**config.mk**
```make
export PLATFORM = sky130hd
export DESIGN_NAME = vga_menu_grid
export DESIGN_NICKNAME = d
export VERILOG_FILES = /design/src/rtl/vga_menu_pkg.sv /design/src/rtl/menu_nav_fsm.sv /design/src/rtl/vga_menu_grid.sv
export SDC_FILE = /design/constraint.sdc
export NUM_CORES = 1
export LEC_CHECK = 0
export BUFFER_PORTS_ARGS = -buffer_cell sky130_fd_sc_hd__buf_2
export CORE_MARGIN = 10
export CORE_UTILIZATION = 55
export DETAILED_ROUTE_END_ITERATION = 16
export MAX_ROUTING_LAYER = met4
export PLACE_DENSITY = 0.83
export RECOVER_POWER = 100
export SLEW_MARGIN = 25
export SYNTH_ARGS = -nofsm -noshare
export SYNTH_HDL_FRONTEND = slang
export SYNTH_HIERARCHICAL = 1
export SYNTH_SLANG_ARGS = --single-unit
```
**constraint.sdc**
```tcl
create_clock -name clk25 -period 5.7 [get_ports clk25]
set_input_delay 0.57 -clock clk25 [delete_from_list [all_inputs] [get_ports clk25]]
set_output_delay 0.57 -clock clk25 [all_outputs]
set_load 0.01 [all_outputs]
```
**src/rtl/vga_menu_pkg.sv**
```systemverilog
// Shared constants for the VGA menu grid: button bit positions, direction codes
// and the index-width helper.
package vga_menu_pkg;

  localparam int unsigned BTN_UP    = 0;
  localparam int unsigned BTN_DOWN  = 1;
  localparam int unsigned BTN_LEFT  = 2;
  localparam int unsigned BTN_RIGHT = 3;
  localparam int unsigned BTN_A     = 4;
  localparam int unsigned BTN_B     = 5;

  typedef enum logic [1:0] {
    DIR_UP    = 2'd0,
    DIR_DOWN  = 2'd1,
    DIR_LEFT  = 2'd2,
    DIR_RIGHT = 2'd3
  } dir_e;

  function automatic int unsigned idx_width(input int unsigned n);
    return (n < 2) ? 1 : $clog2(n);
  endfunction

endpackage

```
**src/rtl/menu_nav_fsm.sv**
```systemverilog
// Menu navigation: button edge detect, pending flags, auto-repeat counter and
// the hovered/committed cell registers, all updated only on frame boundaries.
module menu_nav_fsm
  import vga_menu_pkg::*;
#(
  parameter int unsigned ROWS           = 2,
  parameter int unsigned COLS           = 2,
  parameter int unsigned WRAP           = 1,
  parameter int unsigned REPEAT_DELAY   = 20,
  parameter int unsigned REPEAT_RATE    = 6,
  parameter int unsigned DEFAULT_CHOICE = 0,
  parameter int unsigned IDX_W          = idx_width(ROWS * COLS)
) (
  input  logic             clk25,
  input  logic             reset,
  input  logic             screenEnd,
  input  logic [7:0]       buttons,
  input  logic             fsm_en,
  output logic [IDX_W-1:0] sel,
  output logic [IDX_W-1:0] chc,
  output logic             chc_valid
);

  localparam int unsigned RW = idx_width(ROWS);
  localparam int unsigned CW = idx_width(COLS);
  localparam logic [RW-1:0] RMAX  = RW'(ROWS - 1);
  localparam logic [CW-1:0] CMAX  = CW'(COLS - 1);
  localparam logic [RW-1:0] DEF_R = RW'(DEFAULT_CHOICE / COLS);
  localparam logic [CW-1:0] DEF_C = CW'(DEFAULT_CHOICE % COLS);

  logic [5:0]    btn_q, btn_prev_q, rise;
  logic [3:0]    held_q;
  logic [5:0]    cnt_q, cnt_d;
  logic          rep_q, rep_d;
  dir_e          dir_q, dir_d, held_dir, mv_dir;
  logic          dir_vld_q, dir_vld_d, conf_q, conf_d, canc_q, canc_d;
  logic          chc_valid_q, chc_valid_d, inject, mv_vld;
  logic [RW-1:0] sel_r_q, sel_r_d, chc_r_q, chc_r_d;
  logic [CW-1:0] sel_c_q, sel_c_d, chc_c_q, chc_c_d;
  logic          unused_btn;

  assign unused_btn = ^buttons[7:6];
  assign rise       = btn_q & ~btn_prev_q;

  always_comb begin
    cnt_d       = cnt_q;
    rep_d       = rep_q;
    dir_d       = dir_q;
    dir_vld_d   = dir_vld_q;
    conf_d      = conf_q;
    canc_d      = canc_q;
    sel_r_d     = sel_r_q;
    sel_c_d     = sel_c_q;
    chc_r_d     = chc_r_q;
    chc_c_d     = chc_c_q;
    chc_valid_d = 1'b0;
    inject      = 1'b0;
    held_dir    = DIR_UP;
    for (int i = 0; i < 4; i++) begin
      if (btn_q[i]) held_dir = dir_e'(2'(i));
    end

    // Repeat counter only runs while one unchanged direction is held.
    if (!fsm_en || !$onehot(btn_q[3:0]) || (btn_q[3:0] != held_q)) begin
      cnt_d = '0;
      rep_d = 1'b0;
    end else if (screenEnd) begin
      if (32'(cnt_q) + 32'd1 == (rep_q ? REPEAT_RATE : REPEAT_DELAY)) begin
        inject = 1'b1;
        cnt_d  = '0;
        rep_d  = 1'b1;
      end else begin
        cnt_d = cnt_q + 6'd1;
      end
    end

    for (int i = 0; i < 4; i++) begin
      if (rise[i]) begin
        dir_d     = dir_e'(2'(i));
        dir_vld_d = 1'b1;
      end
    end
    if (rise[BTN_A]) conf_d = 1'b1;
    if (rise[BTN_B]) canc_d = 1'b1;

    mv_vld = dir_vld_q | inject;
    mv_dir = inject ? held_dir : dir_q;

    if (!fsm_en) begin
      dir_vld_d = 1'b0;
      conf_d    = 1'b0;
      canc_d    = 1'b0;
    end else if (screenEnd) begin
      if (canc_q) begin
        sel_r_d = chc_r_q;
        sel_c_d = chc_c_q;
      end else if (conf_q) begin
        chc_r_d     = sel_r_q;
        chc_c_d     = sel_c_q;
        chc_valid_d = 1'b1;
      end else if (mv_vld) begin
        unique case (mv_dir)
          DIR_RIGHT: sel_c_d = (sel_c_q == CMAX) ? ((WRAP != 0) ? '0 : sel_c_q)
                                                 : sel_c_q + CW'(1);
          DIR_LEFT:  sel_c_d = (sel_c_q == '0) ? ((WRAP != 0) ? CMAX : sel_c_q)
                                               : sel_c_q - CW'(1);
          DIR_DOWN:  sel_r_d = (sel_r_q == RMAX) ? ((WRAP != 0) ? '0 : sel_r_q)
                                                 : sel_r_q + RW'(1);
          DIR_UP:    sel_r_d = (sel_r_q == '0) ? ((WRAP != 0) ? RMAX : sel_r_q)
                                               : sel_r_q - RW'(1);
        endcase
      end
      dir_vld_d = 1'b0;
      conf_d    = 1'b0;
      canc_d    = 1'b0;
    end
  end

  always_ff @(posedge clk25 or posedge reset) begin
    if (reset) begin
      btn_q       <= '0;
      btn_prev_q  <= '0;
      held_q      <= '0;
      cnt_q       <= '0;
      rep_q       <= 1'b0;
      dir_q       <= DIR_UP;
      dir_vld_q   <= 1'b0;
      conf_q      <= 1'b0;
      canc_q      <= 1'b0;
      chc_valid_q <= 1'b0;
      sel_r_q     <= DEF_R;
      sel_c_q     <= DEF_C;
      chc_r_q     <= DEF_R;
      chc_c_q     <= DEF_C;
    end else begin
      btn_q       <= buttons[5:0];
      btn_prev_q  <= btn_q;
      held_q      <= btn_q[3:0];
      cnt_q       <= cnt_d;
      rep_q       <= rep_d;
      dir_q       <= dir_d;
      dir_vld_q   <= dir_vld_d;
      conf_q      <= conf_d;
      canc_q      <= canc_d;
      chc_valid_q <= chc_valid_d;
      sel_r_q     <= sel_r_d;
      sel_c_q     <= sel_c_d;
      chc_r_q     <= chc_r_d;
      chc_c_q     <= chc_c_d;
    end
  end

  assign sel       = IDX_W'(32'(sel_r_q) * COLS + 32'(sel_c_q));
  assign chc       = IDX_W'(32'(chc_r_q) * COLS + 32'(chc_c_q));
  assign chc_valid = chc_valid_q;

endmodule

```
**src/rtl/vga_menu_grid.sv**
```systemverilog
// R x C menu grid overlay: two-stage pixel path drawing a selection bar under the
// hovered cell and a marker on the committed cell.
module vga_menu_grid
  import vga_menu_pkg::*;
#(
  parameter int unsigned ROWS           = 2,
  parameter int unsigned COLS           = 2,
  parameter int unsigned SCALE_SHIFT    = 2,
  parameter int unsigned ORIGIN_X       = 4,
  parameter int unsigned ORIGIN_Y       = 11,
  parameter int unsigned CELL_W         = 71,
  parameter int unsigned CELL_H         = 39,
  parameter int unsigned GAP_X          = 10,
  parameter int unsigned GAP_Y          = 0,
  parameter int unsigned BAR_H          = 2,
  parameter int unsigned MARK           = 3,
  parameter int unsigned WRAP           = 1,
  parameter int unsigned REPEAT_DELAY   = 20,
  parameter int unsigned REPEAT_RATE    = 6,
  parameter int unsigned DEFAULT_CHOICE = 0,
  localparam int unsigned IDX_W         = idx_width(ROWS * COLS)
) (
  input  logic             clk25,
  input  logic             reset,
  input  logic [9:0]       x,
  input  logic [8:0]       y,
  input  logic             active,
  input  logic             screenEnd,
  input  logic [7:0]       buttons,
  input  logic             fsm_en,
  input  logic [11:0]      color0,
  input  logic [11:0]      color1,
  output logic [3:0]       VGA_R,
  output logic [3:0]       VGA_G,
  output logic [3:0]       VGA_B,
  output logic [IDX_W-1:0] sel,
  output logic [IDX_W-1:0] chc,
  output logic             chc_valid
);

  localparam int unsigned N  = ROWS * COLS;
  localparam int unsigned NP = 1 << IDX_W;

  logic [9:0]    x_adj;
  logic [8:0]    y_adj;
  logic [NP-1:0] bar_d, mark_d, bar_q, mark_q;
  logic          act_q;
  logic [11:0]   rgb_q;

  menu_nav_fsm #(
    .ROWS          (ROWS),
    .COLS          (COLS),
    .WRAP          (WRAP),
    .REPEAT_DELAY  (REPEAT_DELAY),
    .REPEAT_RATE   (REPEAT_RATE),
    .DEFAULT_CHOICE(DEFAULT_CHOICE),
    .IDX_W         (IDX_W)
  ) u_nav (
    .clk25    (clk25),
    .reset    (reset),
    .screenEnd(screenEnd),
    .buttons  (buttons),
    .fsm_en   (fsm_en),
    .sel      (sel),
    .chc      (chc),
    .chc_valid(chc_valid)
  );

  assign x_adj = x >> SCALE_SHIFT;
  assign y_adj = y >> SCALE_SHIFT;

  // Hit vectors are padded to a power of two so sel/chc index them directly.
  for (genvar g = 0; g < NP; g++) begin : g_cell
    if (g < N) begin : g_hit
      localparam int unsigned L = ORIGIN_X + (g % COLS) * (CELL_W + GAP_X);
      localparam int unsigned T = ORIGIN_Y + (g / COLS) * (CELL_H + GAP_Y);
      assign bar_d[g]  = (32'(x_adj) >= L) && (32'(x_adj) < L + CELL_W) &&
                         (32'(y_adj) >= T + CELL_H - BAR_H) && (32'(y_adj) < T + CELL_H);
      assign mark_d[g] = (32'(x_adj) >= L + CELL_W - MARK) && (32'(x_adj) < L + CELL_W) &&
                         (32'(y_adj) >= T) && (32'(y_adj) < T + MARK);
    end else begin : g_pad
      assign bar_d[g]  = 1'b0;
      assign mark_d[g] = 1'b0;
    end
  end

  always_ff @(posedge clk25 or posedge reset) begin
    if (reset) begin
      bar_q  <= '0;
      mark_q <= '0;
      act_q  <= 1'b0;
      rgb_q  <= '0;
    end else begin
      bar_q  <= bar_d;
      mark_q <= mark_d;
      act_q  <= active;
      if (!act_q) begin
        rgb_q <= '0;
      end else if (bar_q[sel] || mark_q[chc]) begin
        rgb_q <= color1;
      end else begin
        rgb_q <= color0;
      end
    end
  end

  assign VGA_R = rgb_q[11:8];
  assign VGA_G = rgb_q[7:4];
  assign VGA_B = rgb_q[3:0];

endmodule

```
==> flow_summary.toml <==
[status]
status = "finished, final reports clean"

[timing]
setup_viol = 0
skew_ns = 0.007775
finalHoldViolCount = 0
period_minus_slack_ns = 3.070
post-route-period-util_pct = 53.86
rsz0062_at_grt = "no"
setup_tns_ns = 0
worst_pin_slew_ns = 1.287
fin_ws_ns = 2.630
timing.final.max_slew_violations = 0
slew_headroom_pct = 13.90
max_freq_mhz = 325.7

[cts]
post_cts_resized = 0
cts_num_sinks = 49
cts_buffers = 5
htree_num_levels = 2
cts_post_setup_buffers_inserted = 0
worstSkewPairLatency_ns = 0.30
cts.clk_slew.worst_paths_ns = 0.09
cts_tree = "built"
cts_hold_buf = 0
root_buffer = "clkbuf_8"
clock_path_buffers = 2

[floorplanning]
die-width_um = 86.25
rows = 24
io_pins = 73
die_area_sq_um = 7438
die_y_um = 86.25
initial_core_util_pct = 56.21
coreArea_sq_um = 4294

[synth]
syn_area_sq_um = 2414
muxShareOfSynthArea_pct = 8.191
async_reset_ff_share_pct = 100.0
synth.distinct_cells = 56
yosysSeqAreaShare_pct = 50.80
ys_ff_latch = 49
syn-num-nets = 290
syn_inst = 226
yosys.area_share.simple_pct = 19.34
synth_top_family_by_area = "simple AND/OR/NAND/NOR gates"
synth_edf_count = 0
synthFlopType = "dfrtp_1"
post_synth.cell_area_avg_sq_um = 10.68
synth_compound_area_share_pct = 11.09
yosys.area_share.adder_pct = 4.458
synth_xor_area_share_pct = 1.089
ys_warn_count = 6

[place]
preCtsSetupSlack_ns = 2.645
io_buffer_count = 66
dp_hpwl_um = 4065
finalWeightedCongestion = 0.8177

[worst_setup_path]
worstSetupEndpointType = "flop"
cpPeakStageDelay_ns = 0.53
slowest_stage = "fa_1"
critPathMaxFanout = 7
crit_chain = "inv_1 > fa_1 > inv_1 > ha_1 > ha_1 > and4bb_2 > nand4_1 > or3_1 > o311a_2 > o21ai_0 > o211ai_1"
start_kind = "flop"
critPathArrivalTime_ns = 3.25
path_class = "reg -> reg"
worstPathRequired_ns = 5.88

[global_route]
overflow = 0
grt_pass1_wl_um = 8473
first_global_vias = 1955
grt_max_degree = 29
antenna_found_initial = 0
grt_usage_pct = 14.10

[routing]
firstDrtPassIters = 4
dr_total_vias = 1907
viasPerCell = 5.544
drc_errors = 0
routed_wl_um = 5192
drt_iter0_markers = 86
ant_nets = 0
wl_per_cell_um = 15.09

[finish]
n_antenna_cell = 0
nets = 356
drive_gt1_share_pct = 21.92
syn2layout_area_growth_pct = 16.64

[min_path]
hold_class = "in -> reg"

[pwr]
p_leak_nw = 1.427
pwr_density_cell_nw_per_um2 = 242.6
max-vdd-ir-drop_uv = 186.3

[run]
drv_cap = 0
-- cells in the final DEF (no fill, tap or decap), types with 2 or more instances in the layout --
master and count:
a211oi_1 2, a21o_1 3, a21oi_1 10, and3_1 3, buf_2 44, clkbuf_1 22, clkbuf_8 5, dfrtp_1 49
ha_1 7, inv_1 17, mux2_2 2, mux2i_1 13, mux4_2 2, nand2_1 33, nand2b_1 4, nand3_1 2
nand4_1 4, nor2_1 14, nor2b_1 2, nor3_1 4, o211ai_1 2, o21ai_0 6, o21ai_1 2, o22ai_1 2
or3_1 4, or4b_1 2, xor2_1 2
-- final cells by class --
class                      instances  area, sq um
clock buffer                       5        68.82
timing repair buffer              66        302.8
multi-input combinational        153         1054
fill                             355         1479
inverter                          17        63.81
clock inverter                     2        35.03
sequential                        49         1226
tap                               52        65.06
-- worst max-delay path, delay by kind of cell (launching register included) --
family / cells / cell delay [ns]
AND/OR/NAND/NOR: 3 / 1.02
buffers and inverters: 2 / 0.11
flip-flops: 1 / 0.38
AO/OA/AOI/OAI: 3 / 0.50
adder cells (fa/ha/maj): 3 / 0.96
-- synthesized netlist by cell type (all sizes together) (2+ instances only) --
cell type / n / area [sq um]
and3: 3 / 18.77
ha: 7 / 87.58
a21o: 3 / 22.52
nor2: 14 / 60.06
nand2b: 4 / 25.02
o22ai: 2 / 12.51
mux4: 2 / 45.04
nand2: 33 / 123.9
o21ai: 9 / 48.79
nor2b: 2 / 12.51
buf: 5 / 50.05
a21oi: 10 / 50.05
xor2: 2 / 17.52
a211oi: 2 / 20.02
nand3: 2 / 10.01
dfrtp: 49 / 1226
clkbuf: 2 / 7.510
o211ai: 2 / 15.01
or4b: 3 / 30.03
mux2: 2 / 22.52
nor3: 5 / 30.03
or3: 4 / 25.02
mux2i: 13 / 130.1
a31o: 2 / 17.52
nand4: 5 / 37.53
inv: 17 / 63.81
and2: 2 / 12.51
-- state kept, by name (all words and copies together) (netlist names) --
register / flops
u_nav/conf_q: 1
u_nav/chc_r_q: 1
bar_q: 4
u_nav/sel_r_q: 1
u_nav/dir_vld_q: 1
u_nav/sel_c_q: 1
u_nav/cnt_q: 6
u_nav/dir_q: 1
u_nav/chc_c_q: 1
u_nav/held_q: 3
u_nav/chc_valid: 1
u_nav/btn_prev_q: 3
u_nav/canc_q: 1
u_nav/rep_q: 1
act_q: 1
rgb_q: 12
mark_q: 4
u_nav/btn_q: 6
-- report_power, final --
| group | total (W) | internal (W) | leakage (nW) | switching [W] |
|---|---|---|---|---|
| clock network | 0.000233 | 0.000127 | 0.0540 | 0.000105 |
| registers | 0.000374 | 0.000362 | 0.629 | 0.0000120 |
| logic | 0.0000766 | 0.0000350 | 0.744 | 0.0000416 |
-- stage by stage --
stage          total power, W  std cells  hold slack, ns  util, %  area, sq um
3_5_place_dp        0.0004610        337          0.3715    64.07         2751
5_1_grt             0.0007168        344          0.3617    65.56         2815
2_1_floorplan       0.0004252        226          0.3539        -         2414
3_3_place_gp        0.0004569        337          0.3668    64.07         2751
6_report            0.0006831        344          0.3752    65.56         2815
4_1_cts             0.0006937        344          0.3672    66.49         2855
-- kinds of logic after synthesis --
| family | Yosys count |
|---|---|
| compound gates | 39 |
| xor+xnor | 3 |
| fa+ha+maj | 8 |
| buf+inv | 24 |
| flops | 49 |
| mux | 17 |
| simple gates | 86 |
-- final timing paths --
kind | endpoint | slack, ns | startpoint | depth (start not counted)
max in group asynchronous | u_nav/sel_r_q | 4.59 | reset | 2
max | u_nav/sel_c_q | 2.63 | u_nav/btn_q[0] | 11
min in group asynchronous | rgb_q[9] | 0.39 | reset | 2
max reg2reg | u_nav/sel_c_q | 2.63 | u_nav/btn_q[0] | 11
min | u_nav/btn_q[5] | 0.38 | buttons[5] | 1
min reg2reg | u_nav/btn_prev_q[4] | 0.39 | u_nav/btn_q[4] | 0
-- routing by layer --
metal	global-route usage (%)	vias up	routed length, um
met2	22.52	67	2536
li1	-	919	-
met5	-	-	0
met3	4.690	7	397
met4	4.713	0	55
met1	16.40	914	2203
Note: power is estimated with default switching activity, not from simulation.
